==> src/rtl/vga_scan_controller.sv <==
// VGA scan controller.
// Generates 640x480@60Hz sync timing from the system clock, scans a 128x96
// vram image upscaled by SCALE in both axes, and registers the returned colour
// so that sync and RGB leave the block aligned, one pixel behind the counters.
module vga_scan_controller #(
  parameter int unsigned CLK_DIV = 4,    // system clocks per pixel, >= 2
  parameter int unsigned H_VIS   = 640,
  parameter int unsigned H_FP    = 16,
  parameter int unsigned H_SYNC  = 96,
  parameter int unsigned H_BP    = 48,
  parameter int unsigned V_VIS   = 480,
  parameter int unsigned V_FP    = 10,
  parameter int unsigned V_SYNC  = 2,
  parameter int unsigned V_BP    = 33,
  parameter int unsigned SCALE   = 5     // screen pixels per vram texel
) (
  input  logic        clk,
  input  logic        reset,      // asynchronous, active-low
  input  logic        enable,
  output logic        vram_en,
  output logic [13:0] vram_addr,
  input  logic [2:0]  vram_data,
  output logic        hsync,
  output logic        vsync,
  output logic        vga_r,
  output logic        vga_g,
  output logic        vga_b
);

  localparam int unsigned H_TOTAL  = H_VIS + H_FP + H_SYNC + H_BP;
  localparam int unsigned V_TOTAL  = V_VIS + V_FP + V_SYNC + V_BP;
  localparam int unsigned HS_FIRST = H_VIS + H_FP;
  localparam int unsigned HS_LAST  = HS_FIRST + H_SYNC - 1;
  localparam int unsigned VS_FIRST = V_VIS + V_FP;
  localparam int unsigned VS_LAST  = VS_FIRST + V_SYNC - 1;
  localparam int unsigned DIV_W    = $clog2(CLK_DIV);
  localparam int unsigned H_W      = $clog2(H_TOTAL);
  localparam int unsigned V_W      = $clog2(V_TOTAL);
  localparam int unsigned SUB_W    = (SCALE > 1) ? $clog2(SCALE) : 1;

  // Everything that describes where the beam is, advanced together on a tick.
  typedef struct packed {
    logic [H_W-1:0]   hcount;
    logic [V_W-1:0]   vcount;
    logic [SUB_W-1:0] hsub;
    logic [SUB_W-1:0] vsub;
    logic [6:0]       col;
    logic [6:0]       row;
  } scan_t;

  logic [DIV_W-1:0] div_q, div_d;
  scan_t            scan_q, scan_d;
  logic             hsync_q, hsync_d;
  logic             vsync_q, vsync_d;
  logic [2:0]       rgb_q, rgb_d;
  logic             tick;

  // Texel coordinates stop at the last vram column/row instead of wrapping.
  function automatic logic [6:0] sat_inc(input logic [6:0] v);
    return (v == 7'd127) ? v : v + 7'd1;
  endfunction

  assign tick = enable && (div_q == DIV_W'(CLK_DIV - 1));

  // Next divider and scan position: one pixel per tick, wrapping line then frame.
  always_comb begin
    // NOTE: every always_comb output gets a default first, so no path can leave it unassigned and infer a latch.
    div_d  = div_q;
    scan_d = scan_q;
    if (enable) begin
      div_d = tick ? '0 : div_q + DIV_W'(1);
    end
    if (tick) begin
      if (scan_q.hcount == H_W'(H_TOTAL - 1)) begin
        scan_d.hcount = '0;
        scan_d.hsub   = '0;
        scan_d.col    = '0;
        if (scan_q.vcount == V_W'(V_TOTAL - 1)) begin
          scan_d.vcount = '0;
          scan_d.vsub   = '0;
          scan_d.row    = '0;
        end else begin
          scan_d.vcount = scan_q.vcount + V_W'(1);
          if (scan_q.vsub == SUB_W'(SCALE - 1)) begin
            scan_d.vsub = '0;
            scan_d.row  = sat_inc(scan_q.row);
          end else begin
            scan_d.vsub = scan_q.vsub + SUB_W'(1);
          end
        end
      end else begin
        scan_d.hcount = scan_q.hcount + H_W'(1);
        if (scan_q.hsub == SUB_W'(SCALE - 1)) begin
          scan_d.hsub = '0;
          scan_d.col  = sat_inc(scan_q.col);
        end else begin
          scan_d.hsub = scan_q.hsub + SUB_W'(1);
        end
      end
    end
  end

  // Output stage: decode the pixel being left on this tick, blank while disabled.
  always_comb begin
    hsync_d = hsync_q;
    vsync_d = vsync_q;
    rgb_d   = rgb_q;
    if (!enable) begin
      hsync_d = 1'b1;
      vsync_d = 1'b1;
      rgb_d   = 3'b000;
    end else if (tick) begin
      hsync_d = !((scan_q.hcount >= H_W'(HS_FIRST)) && (scan_q.hcount <= H_W'(HS_LAST)));
      vsync_d = !((scan_q.vcount >= V_W'(VS_FIRST)) && (scan_q.vcount <= V_W'(VS_LAST)));
      rgb_d   = ((scan_q.hcount < H_W'(H_VIS)) && (scan_q.vcount < V_W'(V_VIS)))
                ? vram_data : 3'b000;
    end
  end

  // State registers; reset parks the beam at (0,0) with syncs idle-high.
  always_ff @(posedge clk or negedge reset) begin
    if (!reset) begin
      div_q   <= '0;
      scan_q  <= '0;
      hsync_q <= 1'b1;
      vsync_q <= 1'b1;
      rgb_q   <= 3'b000;
    end else begin
      // NOTE: non-blocking assignments let every register sample the pre-edge values, whatever the statement order.
      div_q   <= div_d;
      scan_q  <= scan_d;
      hsync_q <= hsync_d;
      vsync_q <= vsync_d;
      rgb_q   <= rgb_d;
    end
  end

  // Disable blanks the pins at once rather than on the next clock edge.
  assign vram_en   = enable & reset;
  assign vram_addr = {scan_q.row, scan_q.col};
  assign hsync     = hsync_q | ~enable;
  assign vsync     = vsync_q | ~enable;
  assign {vga_r, vga_g, vga_b} = rgb_q & {3{enable}};

endmodule

==> config.mk <==
export PLATFORM = sky130hd
export DESIGN_NAME = vga_scan_controller
export DESIGN_NICKNAME = d
export VERILOG_FILES = /design/src/rtl/vga_scan_controller.sv
export SDC_FILE = /design/constraint.sdc
export NUM_CORES = 1
export LEC_CHECK = 0
export BUFFER_PORTS_ARGS = -buffer_cell sky130_fd_sc_hd__buf_2
export CORE_MARGIN = 5
export CORE_UTILIZATION = 50
export DETAILED_ROUTE_END_ITERATION = 6
export PLACE_DENSITY = 0.72
export SETUP_SLACK_MARGIN = 0.05
export SLEW_MARGIN = 20
export SYNTH_ARGS = -nofsm -noshare
export SYNTH_HDL_FRONTEND = slang
export SYNTH_SLANG_ARGS = --single-unit
==> constraint.sdc <==
create_clock -name clk -period 1.7 [get_ports clk]
set_input_delay 0.085 -clock clk [delete_from_list [all_inputs] [get_ports clk]]
set_output_delay 0.085 -clock clk [all_outputs]
set_load 0.02 [all_outputs]
* Yosys cells after proc, flatten, opt, wreduce, memory -nomap -nowiden
Cells that the tools add are included.
Cells by class: equal/unequal tests 10, divide/modulo/power cells 0, bitwise operators 5, reductions and logical operators 11, multiplexer cells 20, magnitude comparators 6, $mul 0, shift-type cells 0, add/sub/neg operators 7
Operator list (count):
- 7-bit two-way mux | 6
- 3-bit two-way mux | 7
- 10-bit by 1-bit adder with 10-bit output (second input constant) | 2
- 10-bit equality test (second input constant) | 2
- 10-bit two-way mux | 2
- 7-bit by 1-bit adder with 7-bit output (second input constant) | 2
- 7-bit equality test (second input constant) | 2
- 10-bit greater-or-equal comparator (second input constant) | 1
- 10-bit by 9-bit greater-or-equal comparator with 1-bit output (second input constant) | 1
- 10-bit less-or-equal comparator (second input constant) | 1
- 10-bit by 9-bit less-or-equal comparator with 1-bit output (second input constant) | 1
- 10-bit < comparator (second input constant) | 1
- 10-bit by 9-bit < comparator with 1-bit output (second input constant) | 1
- 3-bit by 1-bit adder with 3-bit output (second input constant) | 2
- 3-bit equality test (second input constant) | 2
- 1-bit logical AND | 4
- 1-bit two-way mux | 4
- 2-bit inequality test (second input constant) | 2
- 4-bit AND reduction | 1
- 2-bit nonzero test | 2
- 3-bit bitwise AND | 1
- 3-bit AND reduction | 1
- 2-bit by 1-bit adder with 2-bit output (second input constant) | 1
- 2-bit equality test (second input constant) | 1
- 7 further kinds | 9
Storage, ports and cells: memory bits (writable) 0, bits in read-only memories 0, register bits after elaboration 47, latch bits 0, output and inout bits 20, memories 0, input port bits 6

* Depth between registers and ports, before layout
depth after elaboration 5, mapped depth 8, depth with buffers taken out 7

* Worst setup path after synthesis
No wires, ideal clock.
path kind register to register, start reg scan_q[30] (netlist bit), end reg scan_q (netlist bit vram_addr[7]), slack 0.085 ns, period minus slack after synthesis 1.615 ns, stages on the path, launching flop included 7, data arrival time 1.550 ns, data required time 1.635 ns, path through dfrtp_1 -> ha_1 -> nand4bb_1 -> or3_4 -> nor2_4 -> and2_1 -> mux2_2
On the way: cells in the longest elaborated chain, start to end 2
Ends and longest elaborated chain:
- start: declaration | RTL line 52 | scan_t scan_q, scan_d;
- start signal: assignment | RTL line 131 | scan_q <= scan_d;
- 10-bit equality test | RTL line 74 | if (scan_q.hcount == H_W'(H_TOTAL - 1)) begin
- 4-bit AND reduction (no line)
No other way between the ends. A chain may end at the register's enable or synchronous reset.

* Final worst setup path
start reg scan_q[37] (netlist bit), end reg scan_q[23] (netlist bit)
On the way: cells in the longest elaborated chain, start to end 2
Ends and longest elaborated chain (RTL line):
- 10-bit equality test | 74
- 2-bit AND reduction (no line)
No other way between the ends.

==> flow_summary_export.csv <==
group,metric,value,unit
worst_setup_path,cp-end-kind,"register",
sta,setup_viol,7,
place,gp_congestion,0.848,
cells_and_area,nFillCells,408,
sta,fin_crit,1.73,ns
global_route,antenna_found_initial,0,
cells_and_area,antenna_cells,0,
sta,fin_ws,-0.0310,ns
cells_and_area,area_growth,25.3,%
global_route,gr-total-overflow,0,
floorplan,initial_utilization,0.507,
worst_setup_path,rrSetupSlack,-0.03,ns
logic_synthesis,synth_top_area_cell,"dfrtp_1",
floorplan,die_area,0.00665,mm^2
global_route,grt_pass1_wl,9.38,mm
floorplan,io_pins,26,
logic_synthesis,yosysTopAreaCellShare,0.440,
job,maxCapViolCount,0,
place,dp_slack,-0.0659,ns
logic_synthesis,synthesis.area,0.00256,mm^2
logic_synthesis,synth.most_common_cell,"dfrtp_1",
worst_setup_path,start_kind,"register",
floorplan,die_h,81.5,um
cells_and_area,fin_nets,351,
worst_setup_path,worstSetupPathType,"register to register",
detailed_routing,drt_iter0_drc,115,
outcome,violations,"negative setup slack",
min_path,worstHoldPathType,"primary input to async pin",
worst_setup_path,critPathMaxStageDelay,0.51,ns
logic_synthesis,synthCells,274,
power_and_ir_drop,pwr-share-seq,0.503,
power_and_ir_drop,switchingPower,880,uW
cts,path_clk_slew,0.09,ns
place,place.detailed.hpwl,3.84,mm
cells_and_area,final_cell_area,0.00321,mm^2
worst_setup_path,crit_fanout,5,
place,dpl_cell_area,0.00292,mm^2
cts,cts_sinks,47,
power_and_ir_drop,p_comb_frac,0.253,
power_and_ir_drop,power.clock.fraction,0.244,
sta,post-route-period-util,1.02,
detailed_routing,routed_wl,5.73,mm
worst_setup_path,crit_required,1.94,ns
cts,cts_tree,"done",
global_route,grt_pass1_vias,2060,
sta,max_freq,578,MHz
global_route,grtUsageTotal,0.185,
logic_synthesis,synth_edf_count,0,
sta,finalClockSkew,0.0103,ns
sta,hold_viol,0,
cells_and_area,fin_cells,404,
worst_setup_path,crit_buf_inv,1,
detailed_routing,drc,0,
logic_synthesis,syn-num-nets,292,
sta,fin_hold_ws,0.446,ns
power_and_ir_drop,vdd_drop_max,0.607,mV
sta,rsz0062_at_grt,"yes",
logic_synthesis,syn_avg_cell_area,9.33,um^2
floorplan,coreArea,0.00504,mm^2
logic_synthesis,synth_seq_cells,47,
sta,tightestPinTransition,0.583,ns
worst_setup_path,cpMaxStageDelayCell,"or3_4",
cts,clk_latency,0.31,ns
floorplan,row_count,26,
power_and_ir_drop,pwr_density_cell,855,mW/mm^2
place,post-place-cells,386,
logic_synthesis,async_flop_share,1.00,
sta,maxSlewViolCount,0,
detailed_routing,vias,2151,
global_route,grt_start_max_net_pins,48,
cells_and_area,drive_gt1_frac,0.305,
cts,clock_path_buffers,2,
logic_synthesis,synth.distinct_cells,44,
worst_setup_path,crit_chain,"nand4b_1, or3_4, buf_4, nor3_2, a21oi_1, o21ai_1",
cts,htree_levels,2,
sta,relSlewSlack,0.612,
power_and_ir_drop,leakage,1.53,nW
detailed_routing,drt_pass1_iterations,6,
logic_synthesis,synth_commonest_cells,"45 x dfrtp_1, 39 x nand2_1, 32 x o21ai_0",
detailed_routing,avgViaCountPerCell,5.32,
logic_synthesis,synth_area_leaders,"dfrtp_1 44%, o21ai_0 6.3%, ha_1 5.9%",
worst_setup_path,critPathArrivalTime,1.97,ns
logic_synthesis,yosysSeqAreaShare,0.461,
worst_setup_path,cp_top_family,"simple AND/OR/NAND/NOR gates",
detailed_routing,wl_per_cell,14.2,um
floorplan,die_w,81.5,um
outcome,status,"complete, but fails checks",
power_and_ir_drop,intPower,1.86,mW
cts,cts_root_buf,"clkbuf_8",
place,io_buffer_count,25,
cts,cts_inserted_buffers,5,
power_and_ir_drop,sw_frac_of_total,0.321,
logic_synthesis,synth_ff_type,"dfrtp_1",
logic_synthesis,yosysWarningCount,0,
detailed_routing,ant_nets,0,
## layout make-up
cell class,count,area (um^2),area share
sequential,47,1180,0.368
multi-input combinational,191,1290,0.403
inverter,14,52.6,0.0164
tap,70,87.6,0.0273
clock buffer,7,76.3,0.0238
timing repair buffer,74,513,0.160
clock inverter,1,5.00,0.00156
## worst min-delay path, cell delays in order
cell and delay, ns:
dlygate4sd3_1 0.52, buf_2 0.13, buf_4 0.49
## placed cells by master (no fill, tap or decap), types with 2 or more instances in the layout
master,n
o21ai_1,8
xor2_1,7
nand4_1,6
clkbuf_1,2
nand3_1,11
ha_1,11
o22ai_1,2
a31oi_1,2
buf_6,2
mux2_2,3
o31ai_1,2
nand2_1,38
a22o_1,3
nor2_2,3
and3_1,7
dfrtp_1,45
a21oi_1,6
dfstp_2,2
nor3_1,9
inv_1,13
nand4b_1,2
xnor2_1,5
nand2b_1,4
and2_1,2
nor2_4,2
o21ai_0,24
clkbuf_8,5
buf_4,42
nor2_1,9
dlygate4sd3_1,5
buf_2,25
nor3_2,3
## per-layer routing
layer | GRT usage | vias up | wire length (um)
met5 | 0 | - | 0
met4 | 0.0709 | 0 | 153
met3 | 0.0395 | 16 | 181
met2 | 0.317 | 44 | 2910
met1 | 0.228 | 1025 | 2490
li1 | - | 1066 | -
## logic make-up after synthesis
| group | after synthesis | synth area share |
|---|---|---|
| XOR/XNOR | 12 | 0.0411 |
| buffers and inverters | 36 | 0.0783 |
| multiplexers | 4 | 0.0171 |
| AO/OA/AOI/OAI | 57 | 0.131 |
| flip-flops | 47 | 0.461 |
| adder cells (fa/ha/maj) | 12 | 0.0587 |
| AND/OR/NAND/NOR | 106 | 0.213 |
## registers in the layout, summed over array words and instances (netlist names)
name	flops
div_q	2
vsync_q	1
rgb_q	3
hsync_q	1
vram_addr	14
scan_q	26
## path summary, 6_finish.rpt
check,start,to,depth (start not counted)
hold / removal,reset,vram_addr[12],3
setup / recovery,scan_q[37],scan_q[23],6
setup reg to reg,scan_q[37],scan_q[23],6
hold reg to reg,scan_q[16],scan_q[16],1
max in group asynchronous,reset,hsync_q,3
min in group clk,scan_q[16],scan_q[16],1
## what timing repair did
action / CTS / global route
endpoints found under the hold margin: 49 / 0
setup buffers: 4 / 1
hold buffers: 5 / 0
setup endpoints to repair: 20 / 33
resized for setup: 8 / 24
pin swaps: 4 / 8
## per-stage QoR
step | total power [mW] | TNS (ns) | util
3_3_place_gp | 1.95 | -0.0490 | 0.579
3_5_place_dp | 1.98 | -0.237 | 0.579
2_1_floorplan | 1.77 | 0 | -
4_1_cts | 2.68 | -0.0215 | 0.615
5_1_grt | 2.91 | -1.47 | 0.636
6_report | 2.74 | -0.136 | 0.636
## power groups by stage
stage | registers [mW] | logic, mW | clock network (mW)
2_1_floorplan | 1.37 | 0.394 | 0
3_3_place_gp | 1.38 | 0.578 | 0
3_5_place_dp | 1.39 | 0.596 | 0
4_1_cts | 1.36 | 0.636 | 0.683
5_1_grt | 1.40 | 0.779 | 0.727
6_report | 1.38 | 0.693 | 0.669
(Power assumes the default switching activity.)
